File: src/rtl/branch_predictor_pkg.sv
// rtl/branch_predictor_pkg.sv - shared types and counter constants for the branch predictor
package branch_predictor_pkg;

    typedef logic [31:0] word_t;

    localparam int DEF_ENTRIES  = 16;
    localparam int DEF_CTR_BITS = 2;

    function automatic logic [31:0] sat_max(input int w);
        return (w >= 32) ? 32'hFFFF_FFFF : ((32'd1 << w) - 32'd1);
    endfunction

    function automatic logic [31:0] weak_taken(input int w);
        return 32'd1 << (w - 1);
    endfunction

endpackage

File: src/rtl/branch_predictor_sat_counter.sv
// rtl/branch_predictor_sat_counter.sv - next-value logic for a saturating up/down counter with load
module sat_counter
    import branch_predictor_pkg::*;
#(
    parameter int W = 2
) (
    input  logic [W-1:0] cnt,
    input  logic         inc,
    input  logic         dec,
    input  logic         load,
    input  logic [W-1:0] load_val,
    output logic [W-1:0] nxt
);

    localparam logic [W-1:0] MAX = W'(sat_max(W));

    always_comb begin
        nxt = cnt;
        if (load) begin
            nxt = load_val;
        end else if (inc && cnt != MAX) begin
            nxt = cnt + 1'b1;
        end else if (dec && cnt != '0) begin
            nxt = cnt - 1'b1;
        end
    end

endmodule

File: src/rtl/branch_predictor.sv
// rtl/branch_predictor.sv - direct-mapped tagged predictor with saturating counters and statistics
module branch_predictor
    import branch_predictor_pkg::*;
#(
    parameter int ENTRIES  = DEF_ENTRIES,
    parameter int CTR_BITS = DEF_CTR_BITS
) (
    input  logic  CLK,
    input  logic  nRST,
    input  logic  en,
    input  logic  flush,
    input  word_t lookup_pc,
    output logic  pred_taken,
    output word_t pred_target,
    input  logic  upd_valid,
    input  word_t upd_pc,
    input  logic  upd_taken,
    input  word_t upd_target,
    input  logic  upd_pred,
    output word_t br_count,
    output word_t miss_count
);

    localparam int IDX   = $clog2(ENTRIES);
    localparam int TAG_W = 30 - IDX;
    localparam logic [CTR_BITS-1:0] WEAK = CTR_BITS'(weak_taken(CTR_BITS));

    logic                valid_q  [ENTRIES];
    logic [TAG_W-1:0]    tag_q    [ENTRIES];
    logic [CTR_BITS-1:0] ctr_q    [ENTRIES];
    word_t               target_q [ENTRIES];
    word_t               br_cnt_q;
    word_t               miss_cnt_q;

    logic [IDX-1:0]      l_idx, u_idx;
    logic [TAG_W-1:0]    l_tag, u_tag;
    logic                l_hit, u_hit, accept;
    logic [CTR_BITS-1:0] ctr_nxt;
    word_t               br_nxt, miss_nxt;

    assign l_idx = lookup_pc[IDX+1:2];
    assign l_tag = lookup_pc[31:IDX+2];
    assign u_idx = upd_pc[IDX+1:2];
    assign u_tag = upd_pc[31:IDX+2];

    assign l_hit       = valid_q[l_idx] && (tag_q[l_idx] == l_tag);
    assign u_hit       = valid_q[u_idx] && (tag_q[u_idx] == u_tag);
    assign pred_taken  = l_hit && ctr_q[l_idx][CTR_BITS-1];
    assign pred_target = pred_taken ? target_q[l_idx] : lookup_pc + 32'd4;
    assign accept      = upd_valid && en && !flush;

    // A taken miss loads the weakly-taken value, so allocation shares the update path.
    sat_counter #(.W(CTR_BITS)) u_entry_ctr (
        .cnt      (ctr_q[u_idx]),
        .inc      (u_hit && upd_taken),
        .dec      (u_hit && !upd_taken),
        .load     (!u_hit && upd_taken),
        .load_val (WEAK),
        .nxt      (ctr_nxt)
    );

    sat_counter #(.W(32)) u_br_ctr (
        .cnt      (br_cnt_q),
        .inc      (accept),
        .dec      (1'b0),
        .load     (1'b0),
        .load_val ('0),
        .nxt      (br_nxt)
    );

    sat_counter #(.W(32)) u_miss_ctr (
        .cnt      (miss_cnt_q),
        .inc      (accept && (upd_pred != upd_taken)),
        .dec      (1'b0),
        .load     (1'b0),
        .load_val ('0),
        .nxt      (miss_nxt)
    );

    always_ff @(posedge CLK or negedge nRST) begin
        if (!nRST) begin
            for (int i = 0; i < ENTRIES; i++) begin
                valid_q[i]  <= 1'b0;
                tag_q[i]    <= '0;
                ctr_q[i]    <= '0;
                target_q[i] <= '0;
            end
            br_cnt_q   <= '0;
            miss_cnt_q <= '0;
        end else if (en) begin
            if (flush) begin
                for (int i = 0; i < ENTRIES; i++) begin
                    valid_q[i] <= 1'b0;
                end
            end else if (upd_valid) begin
                br_cnt_q   <= br_nxt;
                miss_cnt_q <= miss_nxt;
                if (u_hit || upd_taken) begin
                    ctr_q[u_idx] <= ctr_nxt;
                end
                if (upd_taken) begin
                    target_q[u_idx] <= upd_target;
                end
                if (!u_hit && upd_taken) begin
                    valid_q[u_idx] <= 1'b1;
                    tag_q[u_idx]   <= u_tag;
                end
            end
        end
    end

    assign br_count   = br_cnt_q;
    assign miss_count = miss_cnt_q;

endmodule

File: config.mk
export PLATFORM = sky130hd
export DESIGN_NAME = branch_predictor
export DESIGN_NICKNAME = d
export VERILOG_FILES = /design/src/rtl/branch_predictor_pkg.sv /design/src/rtl/branch_predictor_sat_counter.sv /design/src/rtl/branch_predictor.sv
export SDC_FILE = /design/constraint.sdc
export NUM_CORES = 2
export LEC_CHECK = 0
export CELL_PAD_IN_SITES_DETAIL_PLACEMENT = 0
export CELL_PAD_IN_SITES_GLOBAL_PLACEMENT = 1
export CORE_UTILIZATION = 25
export DETAILED_ROUTE_END_ITERATION = 6
export GPL_TIMING_DRIVEN = 0
export PLACE_DENSITY = 0.54
export SLEW_MARGIN = 20
export SYNTH_ARGS = -nofsm -noshare
export SYNTH_HDL_FRONTEND = slang
export SYNTH_SLANG_ARGS = --single-unit
export TNS_END_PERCENT = 50
File: constraint.sdc
create_clock -name CLK -period 4.6 [get_ports CLK]
set_input_delay 0.46 -clock CLK [delete_from_list [all_inputs] [get_ports CLK]]
set_output_delay 0.46 -clock CLK [all_outputs]
set_load 0.01 [all_outputs]
==> reports/metrics.cfg <==
[yosys]
async_flop_share = 1.00
yosys_warnings = 0
synth_nets = 3556
yosys.area.top_type = dfrtp_1
synth_area_um2 = 52300
avgSynthCellArea_um2 = 15.2
netlist_top_cells_count = dfrtp_1 (1040), mux2_2 (1022), mux4_2 (366)
ys_seq_area_frac = 0.498
ys.flop_type = dfrtp_1
synth_cells = 3448
synth_most_common_cell = dfrtp_1
synth_top_area_frac = 0.498
synth-edff-count = 0
synth.ff_latch_count = 1040
yosysUniqueCellTypes = 64
yosys-top-cells-area = dfrtp_1 (50%), mux2_2 (22%), mux4_2 (16%)

[placement]
placed_cells = 6426
place_congestion = 0.859
hpwl_mm = 135
port_buffers = 178

[clocking]
cts-root-buf = clkbuf_16
h-tree-depth = 3
cts.clk_slew.worst_paths_ns = 0.05
clockBufferDepth = 3
clkLatencyLatePin_ns = 0.77
numCtsBuffers = 117
cts_tree = done
clock-sinks = 1040

[worst_setup_path]
path_cells = clkdlybuf4s15_2, buf_4, buf_4, buf_4, mux2i_1, a22oi_1, o21ai_0, xnor2_1, o22ai_1, nand4_1, nor4_4, buf_12, buf_4, nor3_4, buf_6, mux2_2
crit_top_cell = buf_4
crit_required_ns = 5.24
crit_family = buffers and inverters
crit_type = primary input to flip-flop
arrival_ns = 5.22
end_kind = flip-flop
cp_num_buf_inv = 7
max_stage_delay_ns = 0.68
crit_fanout = 10
startpoint_type = primary input
critPathSlowestCell = nor3_4

[cells_and_area]
layout.cells.non_filler = 6723
area_growth_pct = 22.0
fillers = 20600
drive_gt1_frac = 0.494
layout.nets = 3940
multi_input_area_um2 = 25300
register_area_um2 = 26000

[detailed_routing]
antenna_left = 0
finalWirelength_mm = 193
first_pass_iters = 7
drt_iter0_drc = 2703
drc = 0
routed_via_density = 4.93
wire_per_inst_um = 28.7
vias = 33100

[status]
outcome = finished, final reports clean

[timing]
setup_tns_ns = 0
timing.final.max_slew_violations = 0
rsz0062_at_grt = yes
final_hold_viol_count = 0
setup_violations = 0
worst_slew_pin_slew_ns = 1.01
layout_worst_path_cycle_share = 0.997
max_slew_margin = 0.329
max_freq_mhz = 218
fin_crit_ns = 4.59
skew_ns = 0.0369

[grt]
grt_pass1_wl_mm = 275
antenna_found_initial = 28
track_usage = 0.183
first_global_vias = 34800
grt.overflow.total = 0
grt_max_degree = 142

[floorplanning]
io_pins = 200
chipHeight_um = 459
core.rowCount = 167
core_um2 = 207000
die_x_um = 459
start_util = 0.252
die_area_um2 = 211000

[power]
powerDensity_nw_per_um2 = 368
peakVddDrop_v = 0.000279
leakagePower_uw = 0.0282

[hold_path]
holdCritPathClass = primary input to async pin

[job]
max_cap_viol_count = 0

==> flip-flops by register name, summed over array words and instances (netlist names) <==
| signal | flops |
|---|---|
| miss_count | 32 |
| target_q | 512 |
| br_count | 32 |
| tag_q | 416 |
| ctr_q | 32 |
| valid_q | 16 |
==> logic make-up (layout without fill, tap and decap cells) <==
family                     after synthesis  count (layout)  synth area share
muxes                                 1463            1463             0.392
xor gates and xnor gates               144             144            0.0241
buffers and inverters                  307             790            0.0291
adders and majority gates                5               5           0.00120
and+or+nand+nor                        347             347            0.0367
other                                    0               4                 0
DFF                                   1040            1040             0.498
AOI/OAI and AO/OA                      142             142            0.0189
==> placed cells by master, fill, tap and decap left out, drive strengths merged, types with 26 or more instances in the layout <==
cell type,Yosys,layout
dfrtp,1040,1040
mux2,1022,1022
clkbuf,179,374
mux4,366,366
buf,121,224
clkdlybuf4s50,0,140
xnor2,94,94
mux2i,75,75
nand2,66,66
nand3,60,60
nor2,57,57
xor2,50,50
nand4,34,34
clkinv,0,26
==> layer usage <==
metal	vias to the layer above	global-route usage	part of all wire
li1	13800	-	-
met3	296	0.0349	0.054
met2	942	0.302	0.48
met5	-	0	0.00055
met4	16	0.0540	0.031
met1	18100	0.243	0.43
==> power breakdown <==
group / internal, uW / total (uW) / switching, uW
combinational: 1580 / 3200 / 1620
sequential: 9870 / 10300 / 475
clock: 5830 / 9950 / 4120
==> through the flow <==
step	utilization	power [uW]	hold WS (ns)	setup WS [ns]	area, um^2
2_1_floorplan	-	12100	0.164	0.505	52300
3_3_place_gp	0.277	13600	0.482	-46.91	57500
3_5_place_dp	0.279	13600	0.390	-3.57	58000
4_1_cts	0.306	23700	0.224	-0.0487	63600
5_1_grt	0.307	24300	0.265	-0.0589	63800
6_report	0.307	23500	0.253	0.0125	63800
==> final timing paths <==
path,from,end,slack [ns],depth (start not counted)
worst max-delay path,upd_pc[3],tag_q[141]$_DFFE_PN0P_,0.01,16
max in group asynchronous,nRST,target_q[46]$_DFFE_PN0P_,1.23,7
worst min register to register,br_count[18]$_DFFE_PN0P_,br_count[18]$_DFFE_PN0P_,0.50,1
worst min-delay path,nRST,tag_q[193]$_DFFE_PN0P_,0.25,2
worst max register to register,tag_q[329]$_DFFE_PN0P_,tag_q[271]$_DFFE_PN0P_,0.47,13
min in group CLK,upd_pc[12],tag_q[318]$_DFFE_PN0P_,0.28,2
==> area by class of cell <==
type,instances,area share
Sequential cell,1040,0.408
Multi-Input combinational cell,2101,0.396
Clock buffer,178,0.0566
Tap cell,2788,0.0547
Timing Repair Buffer,265,0.0434
Buffer,300,0.0335
Clock inverter,40,0.00718
Inverter,7,0.000412
Antenna cell,4,0.000157
==> what timing repair did <==
action	4_1_cts	5_1_grt
pin swaps	26	7
hold buffers	1	0
setup buffers	55	15
hold endpoints to repair	77	0
gates cloned	3	1
setup endpoints to repair	579	540
gates resized for setup	336	78
Note: power is estimated with default switching activity, not from simulation.
